### config.mk
export PLATFORM = sky130hd
export DESIGN_NAME = cpu_stage_sequencer
export DESIGN_NICKNAME = d
export VERILOG_FILES = /design/src/rtl/cpu_stage_sequencer.sv
export SDC_FILE = /design/constraint.sdc
export NUM_CORES = 1
export LEC_CHECK = 0
export BUFFER_PORTS_ARGS = -buffer_cell sky130_fd_sc_hd__buf_2
export CORE_MARGIN = 5
export CORE_UTILIZATION = 54
export DETAILED_ROUTE_END_ITERATION = 8
export PLACE_DENSITY_LB_ADDON = 0.05
export SLEW_MARGIN = 20
export SYNTH_ARGS = -nofsm -noshare
export SYNTH_HDL_FRONTEND = slang
export SYNTH_SLANG_ARGS = --single-unit
### constraint.sdc
create_clock -name clk -period 2.1 [get_ports clk]
set_input_delay 0.525 -clock clk [delete_from_list [all_inputs] [get_ports clk]]
set_output_delay 0.525 -clock clk [all_outputs]
set_load 0.1 [all_outputs]
### src/rtl/cpu_stage_sequencer.sv
// Multi-cycle CPU control sequencer: FETCH/DECODE/EXEC/MEM/WB stepping with
// bounded memory waits, absorbing HALT/FAULT states and a retired counter.
module cpu_stage_sequencer #(
  parameter int unsigned MAX_WAIT = 8,
  parameter int unsigned CNT_W    = 32
) (
  input  logic             clk,
  input  logic             rst,
  input  logic             start,
  input  logic             is_load,
  input  logic             is_store,
  input  logic             is_branch,
  input  logic             is_halt,
  input  logic             writes_reg,
  input  logic             mem_ready,
  output logic             mem_rd,
  output logic             mem_wr,
  output logic             ir_we,
  output logic             pc_we,
  output logic             rf_we,
  output logic             alu_en,
  output logic             halted,
  output logic             fault,
  output logic [2:0]       state,
  output logic [CNT_W-1:0] retired
);

  typedef enum logic [2:0] {
    S_IDLE   = 3'd0,
    S_FETCH  = 3'd1,
    S_DECODE = 3'd2,
    S_EXEC   = 3'd3,
    S_MEM    = 3'd4,
    S_WB     = 3'd5,
    S_HALT   = 3'd6,
    S_FAULT  = 3'd7
  } state_e;

  // Wait count value held during the last permitted cycle of a memory visit.
  localparam logic [7:0] WaitLast = 8'(MAX_WAIT - 1);

  state_e           state_q, state_d;
  logic [7:0]       wait_q, wait_d;
  logic [CNT_W-1:0] retired_q, retired_d;
  logic             ld_q, st_q, br_q, hl_q, wr_q;
  logic             ld_d, st_d, br_d, hl_d, wr_d;
  logic             wait_expired;

  // Branch and halt classes only steer DECODE; their latched copies are kept
  // so the whole decoded class is captured together.
  logic unused_cls;
  assign unused_cls = br_q ^ hl_q;

  assign wait_expired = (wait_q == WaitLast);
  assign state        = state_q;
  assign retired      = retired_q;

  // Next-state, datapath enables and counter updates for the current stage.
  always_comb begin
    state_d   = state_q;
    wait_d    = wait_q;
    retired_d = retired_q;
    ld_d      = ld_q;
    st_d      = st_q;
    br_d      = br_q;
    hl_d      = hl_q;
    wr_d      = wr_q;
    mem_rd    = 1'b0;
    mem_wr    = 1'b0;
    ir_we     = 1'b0;
    pc_we     = 1'b0;
    rf_we     = 1'b0;
    alu_en    = 1'b0;
    halted    = 1'b0;
    fault     = 1'b0;
    unique case (state_q)
      S_IDLE: begin
        if (start) begin
          state_d = S_FETCH;
          wait_d  = '0;
        end
      end
      S_FETCH: begin
        mem_rd = 1'b1;
        if (mem_ready) begin
          ir_we   = 1'b1;
          state_d = S_DECODE;
        end else begin
          wait_d = wait_q + 8'd1;
          if (wait_expired) state_d = S_FAULT;
        end
      end
      S_DECODE: begin
        ld_d = is_load;
        st_d = is_store;
        br_d = is_branch;
        hl_d = is_halt;
        wr_d = writes_reg;
        if (is_halt)                   state_d = S_HALT;
        else if (is_load && is_store)  state_d = S_FAULT;
        else                           state_d = S_EXEC;
      end
      S_EXEC: begin
        alu_en = 1'b1;
        if (ld_q || st_q) begin
          state_d = S_MEM;
          wait_d  = '0;
        end else if (wr_q) begin
          state_d = S_WB;
        end else begin
          pc_we     = 1'b1;
          retired_d = retired_q + 1'b1;
          state_d   = S_FETCH;
          wait_d    = '0;
        end
      end
      S_MEM: begin
        mem_rd = ld_q;
        mem_wr = st_q;
        if (mem_ready) begin
          if (ld_q) begin
            state_d = S_WB;
          end else begin
            pc_we     = 1'b1;
            retired_d = retired_q + 1'b1;
            state_d   = S_FETCH;
            wait_d    = '0;
          end
        end else begin
          wait_d = wait_q + 8'd1;
          if (wait_expired) state_d = S_FAULT;
        end
      end
      S_WB: begin
        rf_we     = 1'b1;
        pc_we     = 1'b1;
        retired_d = retired_q + 1'b1;
        state_d   = S_FETCH;
        wait_d    = '0;
      end
      S_HALT:  halted = 1'b1;
      S_FAULT: fault  = 1'b1;
      default: state_d = S_IDLE;
    endcase
  end

  // State, wait counter, retired counter and latched class registers.
  always_ff @(posedge clk or negedge rst) begin
    if (!rst) begin
      state_q   <= S_IDLE;
      wait_q    <= '0;
      retired_q <= '0;
      ld_q      <= 1'b0;
      st_q      <= 1'b0;
      br_q      <= 1'b0;
      hl_q      <= 1'b0;
      wr_q      <= 1'b0;
    end else begin
      state_q   <= state_d;
      wait_q    <= wait_d;
      retired_q <= retired_d;
      ld_q      <= ld_d;
      st_q      <= st_d;
      br_q      <= br_d;
      hl_q      <= hl_d;
      wr_q      <= wr_d;
    end
  end

endmodule

==> metrics.cfg <==
[outcome]
status=finished with violations
violations=setup timing

[drt]
drc_errors=0
antenna_left=0
wl_per_cell_um=14.73
viasPerCell=5.473
vias=1943
drt_wl_total_mm=5.228
drt_iter0_markers=92
firstDrtPassIters=4

[final_layout]
utilization_pct=72.29
design_area_um2=3169
diodes=0
fin_nets=313
multiInputGateArea_um2=1266
stdcell_count=355
synthToLayoutAreaGrowth_pct=29.43
regArea_um2=1186
num-fill-cells=349
drive_gt1_share_pct=42.24

[clocking]
clockBufferDepth=2
h-tree-depth=2
cts.sinks=46
clkTransAtPathRegs_ps=90
cts_tree=built
numCtsBuffers=5
clockRootBuffer=clkbuf_8
worstSkewPairLatency_ps=300

[setup_path]
cp_data_arrival_time_ps=1580
critical_path_buf_inv_count=2
crit_path_end_kind=primary output
crit_type=reg2out
rr_worst_depth=6
cp-endpoint=pc_we
worstPathMaxFanout=5
startpoint=state[2]
slowest_delay_ps=500
reg2reg_slack_ps=160
path_depth=5
critPathTopFamily=simple AND/OR/NAND/NOR gates
r2r-end=retired[22]
cp_slowest_cell=dfrtp_4
path_cells=and2b_4 > nand3_4 > and2_4 > clkinv_4 > buf_12
critPathLaunchType=flip-flop
crit_required_ps=1570
r2r_start=state[2]

[global_route]
grt_overflow_total=0
grt_pass1_wl_mm=9.004
grt_pass1_vias=1855
grt_max_degree=25
antenna_found_initial=0
grt_usage_pct=18.49

[pwr]
ir_drop_uv=845.5
finalPower_mw=4.623
pwr_density_cell_nw_per_um2=1459
leakagePower_nw=1.388

[logic_synthesis]
synth_top_area_share_pct=47.01
async_flop_share_pct=100.0
synth_top_cell_by_area=dfrtp_1
post_synth_num_cell_types=47
netlist_top_cells_area=dfrtp_1, xnor2_1, nand3_1
synth_seq_cells=46
ys_warn_count=0
synth_cells=232
synth_nets=243
syn_area_per_cell_um2=10.55
netlist_area_um2=2449
synth-main-ff-cell=dfrtp_1
ys_seq_area_share_pct=47.01
synth_edf_count=0

[place]
place_ws_ps=146.9
gp_congestion=0.8264
dp_cells=334
place.detailed.hpwl_mm=3.614
place_area_um2=2935
port_buffers=50

[floorplanning]
start_util_pct=55.85
die-area_um2=5981
fp.dieW_um=77.34
ioPinCount=52
die_h_um=77.34
row_count=24
core_area_um2=4384

[hold_path]
worstHoldPathType=in2async

[timing]
tightest_slew_ps=541.1
hold_violations=0
setup_ws_ps=-0.4671
fin_skew_ps=8.855
max-slew-margin-rel_pct=63.93
setup_viol=1
rsz0062_at_grt=yes
slew_viol_final=0
fin_crit_sh_pct=100.0
min_period_ps=2100
fmax_mhz=476.1

[flow_run]
drv_cap=0

[cells in the mapped netlist, types with 3 or more instances]
master,number
nand3_1,16
a21oi_1,6
and2_1,6
o21bai_1,3
o31ai_1,6
and4_1,4
xnor2_1,24
dfrtp_1,46
nand4_1,11
clkbuf_1,3
and3_1,9
nor3b_1,4
nor3_1,3
o21ai_0,10
nand2b_1,4
xor2_1,8
mux2_2,4
inv_1,4
nor2_1,10
nand2_1,13
nor2b_1,4
[cells by family (layout without fill, tap and decap cells)]
logic type	after synthesis	after routing	synth area share, %
AO/OA/AOI/OAI	35	35	10.42
adder cells (fa/ha/maj)	2	2	1.022
AND/OR/NAND/NOR	99	99	25.04
flip-flops	46	46	47.01
buffers and inverters	14	85	3.219
XOR/XNOR	32	32	11.45
multiplexers	4	4	1.839
[how the worst min path moves through the flow]
stage | slack (ps) | cells after the start | to
4_1_cts | 210 | 1 | state[0]
6_report | 200 | 1 | retired[27]
2_1_floorplan | 230 | 0 | ld_q
3_3_place_gp | 460 | 1 | retired[14]
3_5_place_dp | 470 | 1 | wait_q[7]
5_1_grt | 220 | 1 | retired[26]
[final cells by class]
cell class,count,share of cell area [%]
Clock buffer,6,2.606
Clock inverter,2,0.3948
Inverter,5,0.7501
Multi-Input combinational cell,172,39.95
Sequential cell,46,37.43
Tap cell,52,2.053
Timing Repair Buffer,72,16.82
[placed cells by master (no fill, tap or decap), types with 8 or more instances in the layout]
cell     Yosys  routed
dfrtp_1     46      24
dfrtp_2      0      19
buf_4        2      20
xor2_1       8       8
nand2_1     13      13
buf_12       0       8
buf_2        2      43
nand3_1     16      16
nor2_1      10      10
o21ai_0     10      10
nand4_1     11      11
xnor2_1     24      24
and3_1       9       8
[state kept, by name, indices dropped and copies added (netlist names)]
register	flops
state	3
ld_q	1
wr_q	1
wait_q	8
st_q	1
retired	32
[power breakdown]
group	switching (mW)	internal [mW]
clock	0.301	0.265
sequential	0.212	1.05
combinational	1.87	0.917
total	2.39	2.24
[per-stage QoR]
step / setup TNS, ps / hold slack [ps]
4_1_cts: -33.93 / 211.7
5_1_grt: -102.5 / 224.5
3_5_place_dp: 0 / 466.7
6_report: -0.4671 / 199.9
3_3_place_gp: 0 / 460.5
2_1_floorplan: -301.1 / 229.4
[worst register-to-register path, stage by stage, from the launching register on]
cell and delay (ps):
dfrtp_4 500, and2b_4 280, nand3_4 80, buf_4 150
a2111oi_4 500, nand4_1 180, xnor2_1 150
[metal layers]
| metal | global-route usage (%) | part of all wire, % | up-vias |
|---|---|---|---|
| met5 | 0 | 0 | - |
| met4 | 6.186 | 1.7 | 0 |
| met3 | 4.745 | 4.9 | 9 |
| li1 | - | - | 967 |
| met2 | 27.95 | 45 | 43 |
| met1 | 26.03 | 48 | 924 |
[timing repair]
action / 4_1_cts / 5_1_grt
setup endpoints to repair: 2 / 6
setup buffers: 8 / 5
endpoints found under the hold margin: 0 / 0
gates resized for setup: 2 / 4
hold buffers: 0 / 0
pin swaps: 1 / 1
(Power assumes the default switching activity.)
